[src/rtl/clk_rate_mon_pkg.sv]
// Shared defaults and per-channel result type for the multi-channel clock rate monitor.
package clk_rate_mon_pkg;

  localparam int unsigned DEF_NUM_CH        = 4;
  localparam int unsigned DEF_COUNTER_WIDTH = 32;
  localparam int unsigned DEF_WINDOW_CYCLES = 100000;
  localparam int unsigned DEF_SYNC_STAGES   = 2;

  // Widest per-channel count carried in the result struct; narrower counts are zero-extended.
  localparam int unsigned RESULT_W = 64;

  typedef struct packed {
    logic [RESULT_W-1:0] count;
    logic                in_range;
  } chan_result_t;

endpackage

[src/rtl/clk_rate_mon_chan.sv]
// One monitored channel: synchronizer, any-edge detect, saturating window count, range compare.
// Threshold compare and sticky alarm exist only when CLK_RATE_MON_ALARM_EN is defined.
module clk_rate_mon_chan
  import clk_rate_mon_pkg::*;
#(
  parameter int unsigned COUNTER_WIDTH = DEF_COUNTER_WIDTH,
  parameter int unsigned SYNC_STAGES   = DEF_SYNC_STAGES
) (
  input  logic                     clk_ref,
  input  logic                     reset_in_n,
  input  logic                     enable,
  input  logic                     win_last,
  input  logic                     toggle,
  input  logic [COUNTER_WIDTH-1:0] lo,
  input  logic [COUNTER_WIDTH-1:0] hi,
  input  logic                     clear,
  output chan_result_t             result,
  output logic                     alarm
);

  logic [SYNC_STAGES-1:0]   sync;
  logic                     prev;
  logic                     hit;
  logic [COUNTER_WIDTH-1:0] count;
  logic [COUNTER_WIDTH-1:0] count_next;
  logic [COUNTER_WIDTH-1:0] value_q;
  logic                     in_range_q;
  logic                     new_in_range;

  always_ff @(posedge clk_ref or negedge reset_in_n) begin
    if (!reset_in_n) begin
      sync <= '0;
      prev <= 1'b0;
    end else begin
      sync <= {sync[SYNC_STAGES-2:0], toggle};
      prev <= sync[SYNC_STAGES-1];
    end
  end

  assign hit = sync[SYNC_STAGES-1] ^ prev;

  always_comb begin
    count_next = count;
    if (!(&count)) count_next = count + COUNTER_WIDTH'(hit);
  end

`ifdef CLK_RATE_MON_ALARM_EN
  assign new_in_range = (count_next >= lo) && (count_next <= hi);
`else
  assign new_in_range = 1'b1;
`endif

  // The closing count already includes this cycle's edge, so clearing here loses nothing.
  always_ff @(posedge clk_ref or negedge reset_in_n) begin
    if (!reset_in_n) begin
      count      <= '0;
      value_q    <= '1;
      in_range_q <= 1'b0;
    end else begin
      if (!enable || win_last) count <= '0;
      else                     count <= count_next;
      if (win_last) begin
        value_q    <= count_next;
        in_range_q <= new_in_range;
      end
    end
  end

`ifdef CLK_RATE_MON_ALARM_EN
  always_ff @(posedge clk_ref or negedge reset_in_n) begin
    if (!reset_in_n) alarm <= 1'b0;
    else if (enable) alarm <= (alarm & ~clear) | (win_last & ~new_in_range);
  end
`else
  logic unused_cfg;
  assign unused_cfg = ^{lo, hi, clear};
  assign alarm      = 1'b0;
`endif

  assign result = '{count: RESULT_W'(value_q), in_range: in_range_q};

endmodule

[src/rtl/clk_rate_mon_multi.sv]
// Multi-channel clock rate monitor: shared measurement window, per-channel counters and results.
// Define CLK_RATE_MON_ALARM_EN to enable threshold compare and sticky alarms.
module clk_rate_mon_multi
  import clk_rate_mon_pkg::*;
#(
  parameter int unsigned NUM_CH        = DEF_NUM_CH,
  parameter int unsigned COUNTER_WIDTH = DEF_COUNTER_WIDTH,
  parameter int unsigned WINDOW_CYCLES = DEF_WINDOW_CYCLES,
  parameter int unsigned SYNC_STAGES   = DEF_SYNC_STAGES
) (
  input  logic                            clk_ref,
  input  logic                            reset_in_n,
  input  logic                            enable,
  input  logic [NUM_CH-1:0]               toggle_in,
  input  logic [NUM_CH*COUNTER_WIDTH-1:0] lo_thresh,
  input  logic [NUM_CH*COUNTER_WIDTH-1:0] hi_thresh,
  input  logic                            alarm_clear,
  output logic [NUM_CH*COUNTER_WIDTH-1:0] value,
  output logic                            value_valid,
  output logic [NUM_CH-1:0]               in_range,
  output logic [NUM_CH-1:0]               alarm_sticky
);

  localparam int unsigned WIN_W = (WINDOW_CYCLES > 1) ? $clog2(WINDOW_CYCLES) : 1;

  logic [WIN_W-1:0] win_cnt;
  logic             win_last;

  assign win_last = enable && (win_cnt == WIN_W'(WINDOW_CYCLES - 1));

  always_ff @(posedge clk_ref or negedge reset_in_n) begin
    if (!reset_in_n) begin
      win_cnt     <= '0;
      value_valid <= 1'b0;
    end else begin
      value_valid <= win_last;
      if (!enable || win_last) win_cnt <= '0;
      else                     win_cnt <= win_cnt + 1'b1;
    end
  end

  for (genvar i = 0; i < NUM_CH; i++) begin : g_ch
    chan_result_t res;

    clk_rate_mon_chan #(
      .COUNTER_WIDTH(COUNTER_WIDTH),
      .SYNC_STAGES  (SYNC_STAGES)
    ) u_chan (
      .clk_ref   (clk_ref),
      .reset_in_n(reset_in_n),
      .enable    (enable),
      .win_last  (win_last),
      .toggle    (toggle_in[i]),
      .lo        (lo_thresh[i*COUNTER_WIDTH +: COUNTER_WIDTH]),
      .hi        (hi_thresh[i*COUNTER_WIDTH +: COUNTER_WIDTH]),
      .clear     (alarm_clear),
      .result    (res),
      .alarm     (alarm_sticky[i])
    );

    assign value[i*COUNTER_WIDTH +: COUNTER_WIDTH] = res.count[COUNTER_WIDTH-1:0];
    assign in_range[i]                             = res.in_range;

    if (COUNTER_WIDTH < RESULT_W) begin : g_pad
      logic unused_pad;
      assign unused_pad = ^res.count[RESULT_W-1:COUNTER_WIDTH];
    end
  end

endmodule

[config.mk]
export PLATFORM = sky130hd
export DESIGN_NAME = clk_rate_mon_multi
export DESIGN_NICKNAME = d
export VERILOG_FILES = /design/src/rtl/clk_rate_mon_pkg.sv /design/src/rtl/clk_rate_mon_chan.sv /design/src/rtl/clk_rate_mon_multi.sv
export SDC_FILE = /design/constraint.sdc
export NUM_CORES = 1
export LEC_CHECK = 0
export ABC_AREA = 1
export ABC_CLOCK_PERIOD_IN_PS = 1700
export CELL_PAD_IN_SITES_DETAIL_PLACEMENT = 2
export CELL_PAD_IN_SITES_GLOBAL_PLACEMENT = 2
export CORE_MARGIN = 4
export CORE_UTILIZATION = 24
export DETAILED_ROUTE_END_ITERATION = 10
export MAX_ROUTING_LAYER = met4
export PLACE_DENSITY = 0.81
export SLEW_MARGIN = 20
export SYNTH_ARGS = -nofsm -noshare
export SYNTH_HDL_FRONTEND = slang
export SYNTH_SLANG_ARGS = --single-unit
[constraint.sdc]
create_clock -name clk_ref -period 1.7 [get_ports clk_ref]
set_input_delay 0.255 -clock clk_ref [delete_from_list [all_inputs] [get_ports clk_ref]]
set_output_delay 0.255 -clock clk_ref [all_outputs]
set_load 0.005 [all_outputs]
=== Word-level counts from Yosys, hierarchy flattened ===
Index checks and enable logic that the tools add are counted.

* Add/sub/neg operators: 5
* Equality and inequality tests: 1
* Multiplexer cells: 9
* Bitwise operators: 4
* Reduce and logical (&&, ||, !) cells: 7

{| class="wikitable"
|+ Operators with widths
! kind !! number
|-
| 32-bit two-way mux || 8
|-
| 32-bit by 1-bit adder with 32-bit output || 4
|-
| 32-bit AND reduction || 4
|-
| 17-bit by 1-bit adder with 17-bit output (second input constant) || 1
|-
| 17-bit equality test (second input constant) || 1
|-
| 17-bit two-way mux || 1
|-
| 1-bit XOR || 4
|-
| 1-bit logical AND || 1
|-
| 1-bit zero test || 1
|-
| 1-bit logical OR || 1
|}

* Flip-flop bits (word level): 287
* Input port bits: 264
* Output and inout bits: 137
* Logic and storage cells: 45

=== Logic depth before layout (Yosys ltp) ===
* Depth in word-level cells: 4
* Mapped depth: 13
* Gate-level depth less buffers: 11

=== By module ===
From an unflattened synthesis, not the netlist that was laid out.

* Cells, all modules: 2,157
* Area total of the unflattened synthesis: 16,358.2 µm²

{| class="wikitable"
|+ By module, submodules not included
! module !! instances !! cells each !! area each (µm²)
|-
| clk_rate_mon_chan || 4 || 507 || 3,839.9
|-
| clk_rate_mon_multi || 1 || 129 || 998.5
|}

=== Least setup slack after synthesis ===
OpenSTA, ideal clock, no wires.

* Path type: register -> register
* Start: register g_ch[0].u_chan.prev
* End: register g_ch[0].u_chan.count[31]
* Arrival time: 1,752 ps
* Required time: 1,586 ps
* Setup slack: -166 ps
* Stages on the path, launching flop included: 13
* Buffers on the path: 1
* Period minus slack after synthesis: 1,866 ps
* Path through: dfrtp_1 xor2_1 ha_1 clkbuf_1 inv_1 nor2_1 nand2_1 nor2_1 nand2_1 nand2_1 nand3_1 nand2_1 inv_1

* Longest elaborated chain between the ends: 4

{| class="wikitable"
|+ RTL lines
! what !! line !! source
|-
| start: declaration || clk_rate_mon_chan.sv:22 || <nowiki>logic prev;</nowiki>
|-
| start signal: assignment || clk_rate_mon_chan.sv:36 || <nowiki>prev <= sync[SYNC_STAGES-1];</nowiki>
|-
| 1-bit XOR || clk_rate_mon_chan.sv:40 || <nowiki>assign hit = sync[SYNC_STAGES-1] ^ prev;</nowiki>
|-
| 32-bit by 1-bit adder with 32-bit output || clk_rate_mon_chan.sv:44 || <nowiki>if (!(&count)) count_next = count + COUNTER_WIDTH'(hit);</nowiki>
|-
| 32-bit two-way mux || clk_rate_mon_chan.sv:44 ||
|-
| 32-bit two-way mux || clk_rate_mon_chan.sv:60 || <nowiki>if (!enable || win_last) count <= '0;</nowiki>
|-
| end signal: assignment || clk_rate_mon_chan.sv:61 || <nowiki>else count <= count_next;</nowiki>
|-
| end: declaration || clk_rate_mon_chan.sv:24 || <nowiki>logic [COUNTER_WIDTH-1:0] count;</nowiki>
|}

No other way between the ends.
A chain may end at the register's enable or synchronous reset.

=== Worst setup path in the final report ===
* Start: register g_ch[3].u_chan.prev
* End: register g_ch[3].u_chan.count[26]

* Longest elaborated chain between the ends: 4

{| class="wikitable"
|+ RTL lines
! what !! line
|-
| start: declaration || clk_rate_mon_chan.sv:22
|-
| start signal: assignment || clk_rate_mon_chan.sv:36
|-
| 1-bit XOR || clk_rate_mon_chan.sv:40
|-
| 32-bit by 1-bit adder with 32-bit output || clk_rate_mon_chan.sv:44
|-
| 32-bit two-way mux || clk_rate_mon_chan.sv:44
|-
| 32-bit two-way mux || clk_rate_mon_chan.sv:60
|-
| end signal: assignment || clk_rate_mon_chan.sv:61
|-
| end: declaration || clk_rate_mon_chan.sv:24
|}

No other way between the ends.

==> impl_metrics.yaml <==
setup_path:
  regToRegStartpoint: "g_ch[3].u_chan.prev"
  endpoint_kind: "flop"
  startpoint_type: "flop"
  reg2regPathDepth: 11
  worstPathRequired_ps: 2190
  startpoint: "g_ch[3].u_chan.prev"
  crit_fanout: 4
  crit_type: "reg -> reg"
  worstPathArrival_ps: 2590
floorplan:
  initial_core_util_pct: 24.27
  fp.dieArea_mm2: 0.06658
  row_count: 91
  ios: 401
  coreArea_mm2: 0.06183
  fp.dieH_um: 258.0
  die_x_um: 258.0
power:
  finalPower_w: 0.01647
  vdd_drop_max_v: 0.0005671
  leakage_nw: 13.57
  p_per_area_mw_per_mm2: 630.7
grt:
  globalRouteTotalUtil_pct: 22.28
  use_met3_pct: 3.481
  top_usage_layer: "met2"
  grt.met1_usage_pct: 26.35
  grt_pass1_vias: 18670
  antenna_found_initial: 1
  gr-total-overflow: 0
  grt_use_met2_pct: 39.01
  grt_max_degree: 53
  grt_pass1_wl_um: 112800
yosys:
  synth-compound-area-share_pct: 2.769
  syn_area_mm2: 0.01500
  synth_fa_ha_area_share_pct: 0.7505
  synth_top_family_by_area: "simple AND/OR/NAND/NOR gates"
  syn_avg_cell_area_um2: 7.242
  synthSimpleGateAreaFrac_pct: 36.60
  synthDistinctLibCells: 28
  synth_top_cells_by_area: "dfrtp_1 27%, dfstp_2 22%, nand2_1 22%, nor2_1 6.3%, nand3_1 5.9%"
  synthMuxAreaShare_pct: 0
  ys_seq_area_share_pct: 48.93
  synth_top_cell_by_area: "dfrtp_1"
  yosysWarningCount: 0
  ys_seq_elements: 287
  synth-xor-area-share_pct: 2.335
  synth_top_area_share_pct: 26.52
  netlist_instances: 2072
worst_hold_path:
  hp-class: "in -> reg"
  hold_depth: 1
  hold_start: "toggle_in[1]"
cts:
  clkTransAtPathRegs_ps: 60
  clock_path_buffers: 3
  tritoncts: "done"
  root_buffer: "clkbuf_16"
  clock_latency_ps: 560
  numCtsBuffers: 37
  htree_levels: 2
  clock_sinks: 287
sta:
  setup_violations: 274
  rsz0062_at_grt: "true"
  max_freq_mhz: 476.8
  tightest_slew_ps: 519.8
  fin_ws_ps: -397.2
  min_period_ps: 2097
  maxSlewViolCount: 0
  clock_skew_ps: 16.20
  slew_headroom_pct: 65.35
  finalHoldViolCount: 0
  period_share_pct: 123.4
  hold_ws_ps: 151.1
detailed_routing:
  drtIter0Drc: 784
  routed_wl_um: 84330
  routedWlPerCell_um: 24.96
  vias_per_cell: 4.813
  num_vias: 16260
  antenna_left: 0
  post-route-drc-count: 0
  dr.pass1.iters: 4
outcome:
  outcome: "finished, violations left"
  violations: "setup timing"
cells_and_area:
  regArea_mm2: 0.007358
  area_delta_synth_final_pct: 74.01
  multiInputGateArea_mm2: 0.01035
  final_cell_mix: "468 x nand2_1, 237 x nand2_2, 194 x buf_4"
  fill_cells: 6562
  nets: 2787
  drive_above_1_share_pct: 53.15
  final_common_cell: "nand2_1"
job:
  cap_violations: 0
placement:
  gp_congestion: 0.8921
  io_buffers: 139
  dp_hpwl_um: 42010
sequential cells by signal (all words and copies together), names as in the netlist:
signal	count
g_ch.u_chan.in_range_q	1
g_ch.u_chan.sync	8
value_valid	1
g_ch.u_chan.value_q	128
g_ch.u_chan.prev	4
g_ch.u_chan.count	128
win_cnt	17
Yosys cell counts, drive strengths merged:
| cell | n |
|---|---|
| nand2 | 881 |
| nor2 | 255 |
| inv | 222 |
| nand3 | 178 |
| dfrtp | 159 |
| dfstp | 128 |
| buf | 53 |
| a21oi | 47 |
| o21ai | 33 |
| xnor2 | 25 |
| and2 | 18 |
| or2 | 17 |
| xor2 | 15 |
| clkbuf | 13 |
| ha | 9 |
| nand4 | 8 |
| nor3 | 7 |
| a21o | 1 |
| clkinv | 1 |
| conb | 1 |
| o21a | 1 |
layer usage:
| metal | wire length (um) | up-vias |
|---|---|---|
| met2 | 44420 | 386 |
| met1 | 33940 | 8443 |
| met5 | 0 | - |
| met4 | 2901 | 0 |
| li1 | - | 7234 |
| met3 | 3065 | 195 |
stage by stage:
| stage | util, % | worst slack (ps) | area (um2) | TNS (ps) | std cells |
|---|---|---|---|---|---|
| floorplan | - | -20.94 | 15070 | -20.94 | 2075 |
| global placement | 30.22 | -344.0 | 18680 | -27070 | 3171 |
| detailed placement | 30.22 | -480.8 | 18680 | -49760 | 3171 |
| CTS | 37.90 | -234.3 | 23430 | -38100 | 3343 |
| global route | 42.23 | -400.2 | 26110 | -74690 | 3377 |
| finish | 42.23 | -397.2 | 26110 | -55740 | 3378 |
worst max-delay path, stage by stage, from the launching register on:
cell     delay (ps)
dfrtp_1         420
xor2_2          290
ha_2            260
nand2_4          70
nor2_4          170
buf_12          130
nand2_8          60
nor2_4          160
nand3_1         190
nand3_4         160
nand2_2          60
inv_2            50
final timing paths:
kind / end / slack (ps)
worst min register to register: g_ch[1].u_chan.sync[1] / 350
max in group asynchronous: g_ch[1].u_chan.value_q[18] / 640
worst max register to register: g_ch[3].u_chan.count[26] / -400
min in group asynchronous: g_ch[3].u_chan.count[27] / 240
worst max-delay path: g_ch[3].u_chan.count[26] / -400
worst min-delay path: g_ch[1].u_chan.sync[0] / 150
cell families (layout without fill, tap and decap cells):
family,after synthesis,count (layout)
compound gates,82,82
simple gates,1364,1364
fa+ha+maj,9,9
other cells,1,5
buf+inv,289,754
flops,287,287
xor+xnor,40,40
power breakdown:
part | switching [W] | internal, W | total [W]
Clock | 0.00351 | 0.00496 | 0.00846
Sequential | 0.0000752 | 0.00690 | 0.00697
Combinational | 0.000612 | 0.000419 | 0.00103
layout make-up:
cell class,instances,area share [%]
Inverter,223,3.436
Sequential cell,287,28.18
Timing Repair Buffer,466,19.95
Clock inverter,18,0.7859
Tap cell,837,4.011
Antenna cell,1,0.009585
Clock buffer,47,3.997
Multi-Input combinational cell,1499,39.63
repair_timing:
item / CTS / global route
cloned: 39 / 10
setup endpoints to repair: 404 / 276
gates resized for setup: 728 / 678
pin swaps: 150 / 247
buffers inserted: 71 / 40
hold buffers: 1 / 0
endpoints found under the hold margin: 33 / 0
No activity file was read; power rests on OpenSTA's default activity.
